`src/rtl/weight_mem_pkg.sv`:
```
// weight_mem_pkg: shared constants for the weight SRAM and its read sequencer.
//   - word geometry (25 pixels x 4b = 100b words), address/length widths
//   - per-layer region bases inside the 20000-word SRAM
//   - fetch sequencer state encoding
package weight_mem_pkg;

    localparam int WEIGHT_WIDTH     = 4;
    localparam int WEIGHT_PIXEL_NUM = 25;
    localparam int WORD_W           = WEIGHT_WIDTH * WEIGHT_PIXEL_NUM;
    localparam int ADDR_W           = 17;
    localparam int LEN_W            = 15;
    localparam int MEM_DEPTH        = 20000;

    // Region bases (word index); sizes in the trailing comment.
    localparam int CONV1_W = 0;      // 20 words
    localparam int CONV1_B = 20;     // 1 word
    localparam int CONV2_W = 21;     // 1000 words
    localparam int CONV2_B = 1021;   // 2 words
    localparam int FC1_W   = 1100;   // 16000 words
    localparam int SCORE_W = 17100;  // 200 words

    typedef enum logic [1:0] {
        ST_IDLE  = 2'd0,
        ST_FETCH = 2'd1,
        ST_DRAIN = 2'd2
    } fetch_state_t;

endpackage

```
`src/rtl/weight_fifo.sv`:
```
// weight_fifo: synchronous FIFO, WIDTH x DEPTH, with occupancy count.
//   clk, rst       : clock, synchronous active-high reset (flushes pointers/count)
//   push/push_data : write side; a push while full is taken only with a pop
//   pop/pop_data   : read side; pop_data is the head word, zero when empty
//   count, empty   : occupancy
module weight_fifo #(
    parameter int WIDTH = 101,
    parameter int DEPTH = 4,
    localparam int CW   = $clog2(DEPTH + 1)
) (
    input  logic             clk,
    input  logic             rst,
    input  logic             push,
    input  logic [WIDTH-1:0] push_data,
    input  logic             pop,
    output logic [WIDTH-1:0] pop_data,
    output logic [CW-1:0]    count,
    output logic             empty
);

    localparam int PW = (DEPTH > 1) ? $clog2(DEPTH) : 1;

    logic [WIDTH-1:0] mem [DEPTH];
    logic [PW-1:0]    wr_ptr, rd_ptr;
    logic             full, wr_en, rd_en;

    function automatic logic [PW-1:0] ptr_inc(input logic [PW-1:0] p);
        return (p == PW'(DEPTH - 1)) ? '0 : p + PW'(1);
    endfunction

    assign empty = (count == '0);
    assign full  = (count == CW'(DEPTH));
    assign rd_en = pop && !empty;
    assign wr_en = push && (!full || rd_en);

    // Gate the head with empty so the output reads zero after a flush.
    assign pop_data = empty ? '0 : mem[rd_ptr];

    always_ff @(posedge clk) begin
        if (wr_en) mem[wr_ptr] <= push_data;
    end

    always_ff @(posedge clk) begin
        if (rst) begin
            wr_ptr <= '0;
            rd_ptr <= '0;
            count  <= '0;
        end else begin
            if (wr_en) wr_ptr <= ptr_inc(wr_ptr);
            if (rd_en) rd_ptr <= ptr_inc(rd_ptr);
            case ({wr_en, rd_en})
                2'b10:   count <= count + CW'(1);
                2'b01:   count <= count - CW'(1);
                default: count <= count;
            endcase
        end
    end

endmodule

```
`src/rtl/weight_fetch_ctrl.sv`:
```
// weight_fetch_ctrl: read sequencer for the weight SRAM.
//   cmd_*       : layer fetch command (base, len); cmd_err pulses on a bad range
//   sram_*      : SRAM read port, csb active-low, data returns one cycle later
//   w_*         : valid/ready weight word stream, w_last on the final word
//   done        : pulses in the cycle the final word is popped
// Reads are credit-limited so FIFO words plus reads in flight never exceed
// FIFO_DEPTH; no read can ever arrive to a full buffer.
module weight_fetch_ctrl
    import weight_mem_pkg::*;
#(
    parameter int FIFO_DEPTH = 4,
    parameter int MEM_DEPTH  = weight_mem_pkg::MEM_DEPTH
) (
    input  logic              clk,
    input  logic              rst,
    input  logic              cmd_valid,
    output logic              cmd_ready,
    input  logic [ADDR_W-1:0] cmd_base,
    input  logic [LEN_W-1:0]  cmd_len,
    output logic              cmd_err,
    output logic              sram_csb,
    output logic [ADDR_W-1:0] sram_raddr,
    input  logic [WORD_W-1:0] sram_rdata,
    output logic              w_valid,
    input  logic              w_ready,
    output logic [WORD_W-1:0] w_data,
    output logic              w_last,
    output logic              done
);

    localparam int CW = $clog2(FIFO_DEPTH + 1);

    fetch_state_t      state, state_nxt;
    logic [ADDR_W-1:0] addr;
    logic [LEN_W-1:0]  remaining;
    logic              issue, issue_d, last_d;
    logic              accept, cmd_ok, credit_ok, pop, fifo_empty;
    logic [CW-1:0]     fifo_count;

    // 18-bit range check so base+len cannot wrap.
    assign cmd_ok = (cmd_len != '0) &&
                    (({1'b0, cmd_base} + 18'(cmd_len)) <= 18'(MEM_DEPTH));

    assign cmd_ready = (state == ST_IDLE) && !cmd_err;
    assign accept    = cmd_valid && cmd_ready;

    // issue_d is the only read that can be in flight (issued, not yet written).
    assign credit_ok = ({1'b0, fifo_count} + (CW+1)'(issue_d)) < (CW+1)'(FIFO_DEPTH);
    assign issue     = (state == ST_FETCH) && credit_ok;

    assign sram_csb   = !issue;
    assign sram_raddr = addr;

    assign w_valid = !fifo_empty;
    assign pop     = w_valid && w_ready;
    assign done    = pop && w_last && (state == ST_DRAIN);

    always_comb begin
        state_nxt = state;
        case (state)
            ST_IDLE:  if (accept && cmd_ok) state_nxt = ST_FETCH;
            ST_FETCH: if (issue && remaining == LEN_W'(1)) state_nxt = ST_DRAIN;
            ST_DRAIN: if (pop && w_last) state_nxt = ST_IDLE;
            default:  state_nxt = ST_IDLE;
        endcase
    end

    always_ff @(posedge clk) begin
        if (rst) begin
            state     <= ST_IDLE;
            addr      <= '0;
            remaining <= '0;
            issue_d   <= 1'b0;
            last_d    <= 1'b0;
            cmd_err   <= 1'b0;
        end else begin
            state   <= state_nxt;
            cmd_err <= accept && !cmd_ok;
            issue_d <= issue;
            last_d  <= issue && (remaining == LEN_W'(1));
            if (accept && cmd_ok) begin
                addr      <= cmd_base;
                remaining <= cmd_len;
            end else if (issue) begin
                addr      <= addr + ADDR_W'(1);
                remaining <= remaining - LEN_W'(1);
            end
        end
    end

    weight_fifo #(
        .WIDTH (WORD_W + 1),
        .DEPTH (FIFO_DEPTH)
    ) u_fifo (
        .clk       (clk),
        .rst       (rst),
        .push      (issue_d),
        .push_data ({last_d, sram_rdata}),
        .pop       (pop),
        .pop_data  ({w_last, w_data}),
        .count     (fifo_count),
        .empty     (fifo_empty)
    );

endmodule

```
`config.mk`:
```
export PLATFORM = sky130hd
export DESIGN_NAME = weight_fetch_ctrl
export DESIGN_NICKNAME = d
export VERILOG_FILES = /design/src/rtl/weight_mem_pkg.sv /design/src/rtl/weight_fifo.sv /design/src/rtl/weight_fetch_ctrl.sv
export SDC_FILE = /design/constraint.sdc
export NUM_CORES = 1
export LEC_CHECK = 0
export ABC_AREA = 0
export CAP_MARGIN = 20
export CORE_MARGIN = 4
export CORE_UTILIZATION = 30
export DETAILED_ROUTE_END_ITERATION = 10
export HOLD_SLACK_MARGIN = 0.06
export PLACE_DENSITY = 0.47
export SYNTH_ARGS = -nofsm -noshare
export SYNTH_HDL_FRONTEND = slang
export SYNTH_SLANG_ARGS = --single-unit
```
`constraint.sdc`:
```
create_clock -name clk -period 11.61 [get_ports clk]
set_input_delay 3.483 -clock clk [delete_from_list [all_inputs] [get_ports clk]]
set_output_delay 3.483 -clock clk [all_outputs]
set_load 0.005 [all_outputs]
```
==> flow_results.xml <==
<?xml version="1.0" encoding="UTF-8"?>
<metrics>
  <group name="outcome">
    <metric name="status" unit="">completed</metric>
  </group>
  <group name="detailed_routing">
    <metric name="route.detailed.wl_per_inst" unit="um">20.8</metric>
    <metric name="detailedRoute.firstPassIterationCount" unit="">6</metric>
    <metric name="post_drt_via_cell_ratio" unit="">4.67</metric>
    <metric name="detail-route-antenna-nets" unit="">0</metric>
    <metric name="dr.first_iter.drc_count" unit="">522</metric>
    <metric name="route.vias.total" unit="">10400</metric>
    <metric name="drt_drc_violations_left" unit="">0</metric>
    <metric name="routed_wl" unit="um">46300</metric>
  </group>
  <group name="setup_path">
    <metric name="critPathKind" unit="">input port to output port</metric>
    <metric name="worstPathMaxFanout" unit="">6</metric>
    <metric name="crit_arrival" unit="ns">5.07</metric>
    <metric name="cp.required" unit="ns">8.13</metric>
    <metric name="crit_path_max_incr_delay" unit="ns">0.61</metric>
    <metric name="crit_slowest_cell" unit="">clkdlybuf4s50_1</metric>
    <metric name="critPathMostFrequentCell" unit="">clkdlybuf4s50_1</metric>
    <metric name="r2r-start" unit="">u_fifo.count[0]</metric>
    <metric name="critical_path.cell_chain" unit="">clkdlybuf4s50_1 &gt; nand3_1 &gt; nor3b_1 &gt; clkdlybuf4s50_1</metric>
    <metric name="worstRegToRegCells" unit="">5</metric>
    <metric name="worst_path_dominant_cell_family" unit="">buffers and inverters</metric>
    <metric name="regToRegEndpoint" unit="">u_fifo.mem[0][86]</metric>
    <metric name="critPathBufInv" unit="">2</metric>
    <metric name="cp-start-kind" unit="">input port</metric>
    <metric name="reg_to_reg_slack_setup" unit="ns">8.29</metric>
    <metric name="worstSetupEndpointType" unit="">output port</metric>
  </group>
  <group name="sta">
    <metric name="rsz0062_at_grt" unit="">false</metric>
    <metric name="minimum_clock_period" unit="ns">8.55</metric>
    <metric name="min_period_over_period" unit="">0.737</metric>
    <metric name="final.hold.worst_slack" unit="ns">0.473</metric>
    <metric name="setup_total_negative_slack" unit="ns">0</metric>
    <metric name="slew_headroom" unit="">0.302</metric>
    <metric name="layout_setup_ws" unit="ns">3.06</metric>
    <metric name="worst_slew_pin_slew" unit="ns">1.05</metric>
    <metric name="finalMaxSlewViolations" unit="">0</metric>
    <metric name="max_freq" unit="GHz">0.117</metric>
    <metric name="fin_worst_skew" unit="ns">0.0223</metric>
    <metric name="setup_viol" unit="">0</metric>
    <metric name="hold_violations" unit="">0</metric>
  </group>
  <group name="die">
    <metric name="fp.dieArea" unit="um2">66500</metric>
    <metric name="row_count" unit="">91</metric>
    <metric name="coreArea" unit="um2">61700</metric>
    <metric name="floorplan.initialDensity" unit="">0.304</metric>
    <metric name="die-height" unit="um">258</metric>
    <metric name="top_level_ports" unit="">259</metric>
    <metric name="die_w" unit="um">258</metric>
  </group>
  <group name="logic_synthesis">
    <metric name="syn-mean-instance-area" unit="um2">17.4</metric>
    <metric name="muxShareOfSynthArea" unit="">0.139</metric>
    <metric name="cells_after_synth" unit="">1077</metric>
    <metric name="post_synth_fa_ha_maj_area_fraction" unit="">0.0175</metric>
    <metric name="async_flop_share" unit="">0</metric>
    <metric name="synth_area" unit="um2">18700</metric>
    <metric name="synth_enable_flop_cells" unit="">404</metric>
    <metric name="main_combinational_cell_family_by_area_after_synthesis" unit="">multiplexers</metric>
    <metric name="synth_ff_type" unit="">edfxtp_1</metric>
    <metric name="postSynthNetCount" unit="">1238</metric>
    <metric name="synth_compound_gate_area_share" unit="">0.0302</metric>
    <metric name="yosys.area_share.xor_xnor" unit="">0.0164</metric>
    <metric name="yosys.area_share.simple" unit="">0.0846</metric>
    <metric name="synth_warnings" unit="">0</metric>
    <metric name="synth_seq_area_share" unit="">0.697</metric>
    <metric name="synth.ff_latch_count" unit="">450</metric>
    <metric name="synth_cell_types" unit="">71</metric>
  </group>
  <group name="power">
    <metric name="p_int" unit="W">0.00278</metric>
    <metric name="power.share.switching" unit="">0.210</metric>
    <metric name="power_frac_clock" unit="">0.434</metric>
    <metric name="power.net_switching" unit="W">0.000742</metric>
    <metric name="leakage_power" unit="nW">7.58</metric>
    <metric name="vdd_drop_max" unit="mV">0.119</metric>
    <metric name="power_per_cell_area" unit="nW/um2">148</metric>
    <metric name="total_power" unit="W">0.00352</metric>
    <metric name="share_comb_of_total_power" unit="">0.060</metric>
    <metric name="share_seq_of_total_power" unit="">0.506</metric>
  </group>
  <group name="cts">
    <metric name="postCtsHoldBufs" unit="">0</metric>
    <metric name="cts_buffers" unit="">51</metric>
    <metric name="cts.repair.resized" unit="">0</metric>
    <metric name="clk-insertion-delay-late" unit="ns">0.58</metric>
    <metric name="htreeDepth" unit="">2</metric>
    <metric name="cts_root_buf" unit="">clkbuf_16</metric>
    <metric name="worst_setup_hold_path_clk_slew" unit="ns">0.05</metric>
    <metric name="numClockSinks" unit="">450</metric>
    <metric name="tritoncts" unit="">done</metric>
    <metric name="buffer_depth_of_the_longest_clock_path" unit="">3</metric>
    <metric name="post_cts_buffers" unit="">0</metric>
  </group>
  <group name="cells_and_area">
    <metric name="layout.filler_cells" unit="">5881</metric>
    <metric name="final_net_count" unit="">1510</metric>
    <metric name="register_area" unit="um2">13100</metric>
    <metric name="finish.utilization" unit="">0.386</metric>
    <metric name="final_layout_size_suffix_gt1_frac" unit="">0.144</metric>
    <metric name="multiInputGateArea" unit="um2">5410</metric>
    <metric name="growth_of_design_area_from_synthesis_to_finish" unit="%">27.3</metric>
  </group>
  <group name="placed_design">
    <metric name="port_buffers" unit="">258</metric>
    <metric name="post-dp-hpwl" unit="um">28500</metric>
    <metric name="gp_routability_congestion" unit="">0.773</metric>
    <metric name="place_worst_setup_slack" unit="ns">3.03</metric>
  </group>
  <group name="min_path">
    <metric name="whs_path_depth" unit="">0</metric>
    <metric name="min-delay-path-class" unit="">flop to flop</metric>
    <metric name="hold_start" unit="">last_d</metric>
    <metric name="worst_hold_path.endpoint" unit="">u_fifo.mem[0][100]</metric>
  </group>
  <group name="global_routing">
    <metric name="grt_pass1_vias" unit="">11200</metric>
    <metric name="grt.overflow.total" unit="">0</metric>
    <metric name="wire_length_of_the_first_global_routing_pass" unit="um">70500</metric>
    <metric name="grt_antenna_before_repair" unit="">10</metric>
    <metric name="grt_max_degree" unit="">75</metric>
    <metric name="groute.usage.overall" unit="">0.138</metric>
  </group>
  <group name="flow_run">
    <metric name="drv.max_cap_violation_count" unit="">0</metric>
  </group>
</metrics>
## area by class of cell
| cell class | instances | area share |
|---|---|---|
| diodes | 4 | 0.000420 |
| clock buffers | 67 | 0.0578 |
| clock inverters | 25 | 0.00876 |
| inverters | 15 | 0.00236 |
| multi-input cells | 561 | 0.227 |
| flip-flops and latches | 450 | 0.548 |
| well taps | 837 | 0.0439 |
| repair buffers | 270 | 0.112 |
## cell usage in the layout (no fill, tap or decap), types with 3 or more instances in the layout
cell / n
clkbuf_16: 53
edfxtp_1: 404
and2_4: 4
nor2_1: 28
nor4_1: 4
clkdlybuf4s50_1: 258
nor2b_1: 6
dfxtp_1: 44
and3_1: 4
inv_1: 14
a31oi_1: 5
or3_1: 5
ha_1: 23
buf_4: 12
mux2i_1: 30
nand3_1: 12
mux4_2: 101
clkinv_1: 14
or4_1: 7
nor3_1: 14
nand4_1: 7
clkbuf_1: 14
a21o_1: 7
mux2_1: 3
o21ai_0: 11
xnor2_1: 20
diode_2: 4
xor2_1: 15
a21oi_1: 18
nand3b_1: 3
clkinvlp_4: 3
nand2_1: 83
o21a_1: 3
and2_1: 103
bufinv_16: 3
## state kept, by name, summed over array words and instances, names as in the netlist, named ones only
name	flops
cmd_err	1
issue_d	1
last_d	1
remaining	15
sram_raddr	17
state	2
u_fifo.count	3
u_fifo.mem	404
u_fifo.rd_ptr	2
u_fifo.wr_ptr	2
## metal layers
layer / vias up / track usage / routed length (um)
met3: 61 / 0.0537 / 3610
li1: 4783 / - / -
met1: 5317 / 0.174 / 19400
met5: - / 0 / 76
met4: 12 / 0.0283 / 672
met2: 226 / 0.228 / 22600
## synthesized netlist by cell type (14+ instances only)
library cell | instances | area share
buf_1 | 14 | 0.0028
mux2i_1 | 30 | 0.016
ha_1 | 23 | 0.015
clkbuf_1 | 30 | 0.0060
mux4_2 | 101 | 0.12
and2_1 | 107 | 0.036
nand2_1 | 83 | 0.017
a21oi_1 | 18 | 0.0048
inv_1 | 14 | 0.0028
nor2_1 | 28 | 0.0056
xnor2_1 | 20 | 0.0094
edfxtp_1 | 404 | 0.65
nor3_1 | 14 | 0.0037
xor2_1 | 15 | 0.0070
dfxtp_1 | 46 | 0.049
## cell families after synthesis
logic type                 count (synthesis)
DFF                                      450
and+or+nand+nor                          294
muxes                                    134
AOI/OAI and AO/OA                         73
buffers and inverters                     66
xor gates and xnor gates                  35
adders and majority gates                 25
## worst register-to-register path: stages, from the launching register on
cell and delay (ns):
dfxtp_1 0.44, nor2_1 0.12, a31oi_1 0.59, and2_4 0.54, buf_4 0.58, buf_4 0.67
## through the flow
stage,cell area (um2),instances
2_1_floorplan,18700,1077
6_report,23800,2229
3_3_place_gp,22200,2133
5_1_grt,23800,2225
4_1_cts,23800,2225
3_5_place_dp,22200,2133
## worst max-delay path by stage
stage / from / end / depth (start not counted)
3_5_place_dp: w_ready / done / 4
3_3_place_gp: w_ready / done / 4
2_1_floorplan: w_ready / done / 2
6_report: w_ready / done / 4
5_1_grt: w_ready / done / 4
4_1_cts: w_ready / done / 4
## power by group through the flow
stage                     Sequential [W]  Combinational (W)  Clock [W]
after floorplan                  0.00182           0.000103          0
after global placement           0.00182           0.000211          0
after detailed placement         0.00182           0.000214          0
after CTS                        0.00178           0.000215    0.00158
after global routing             0.00178           0.000231    0.00167
final                            0.00178           0.000211    0.00153
Note: power is estimated with default switching activity, not from simulation.
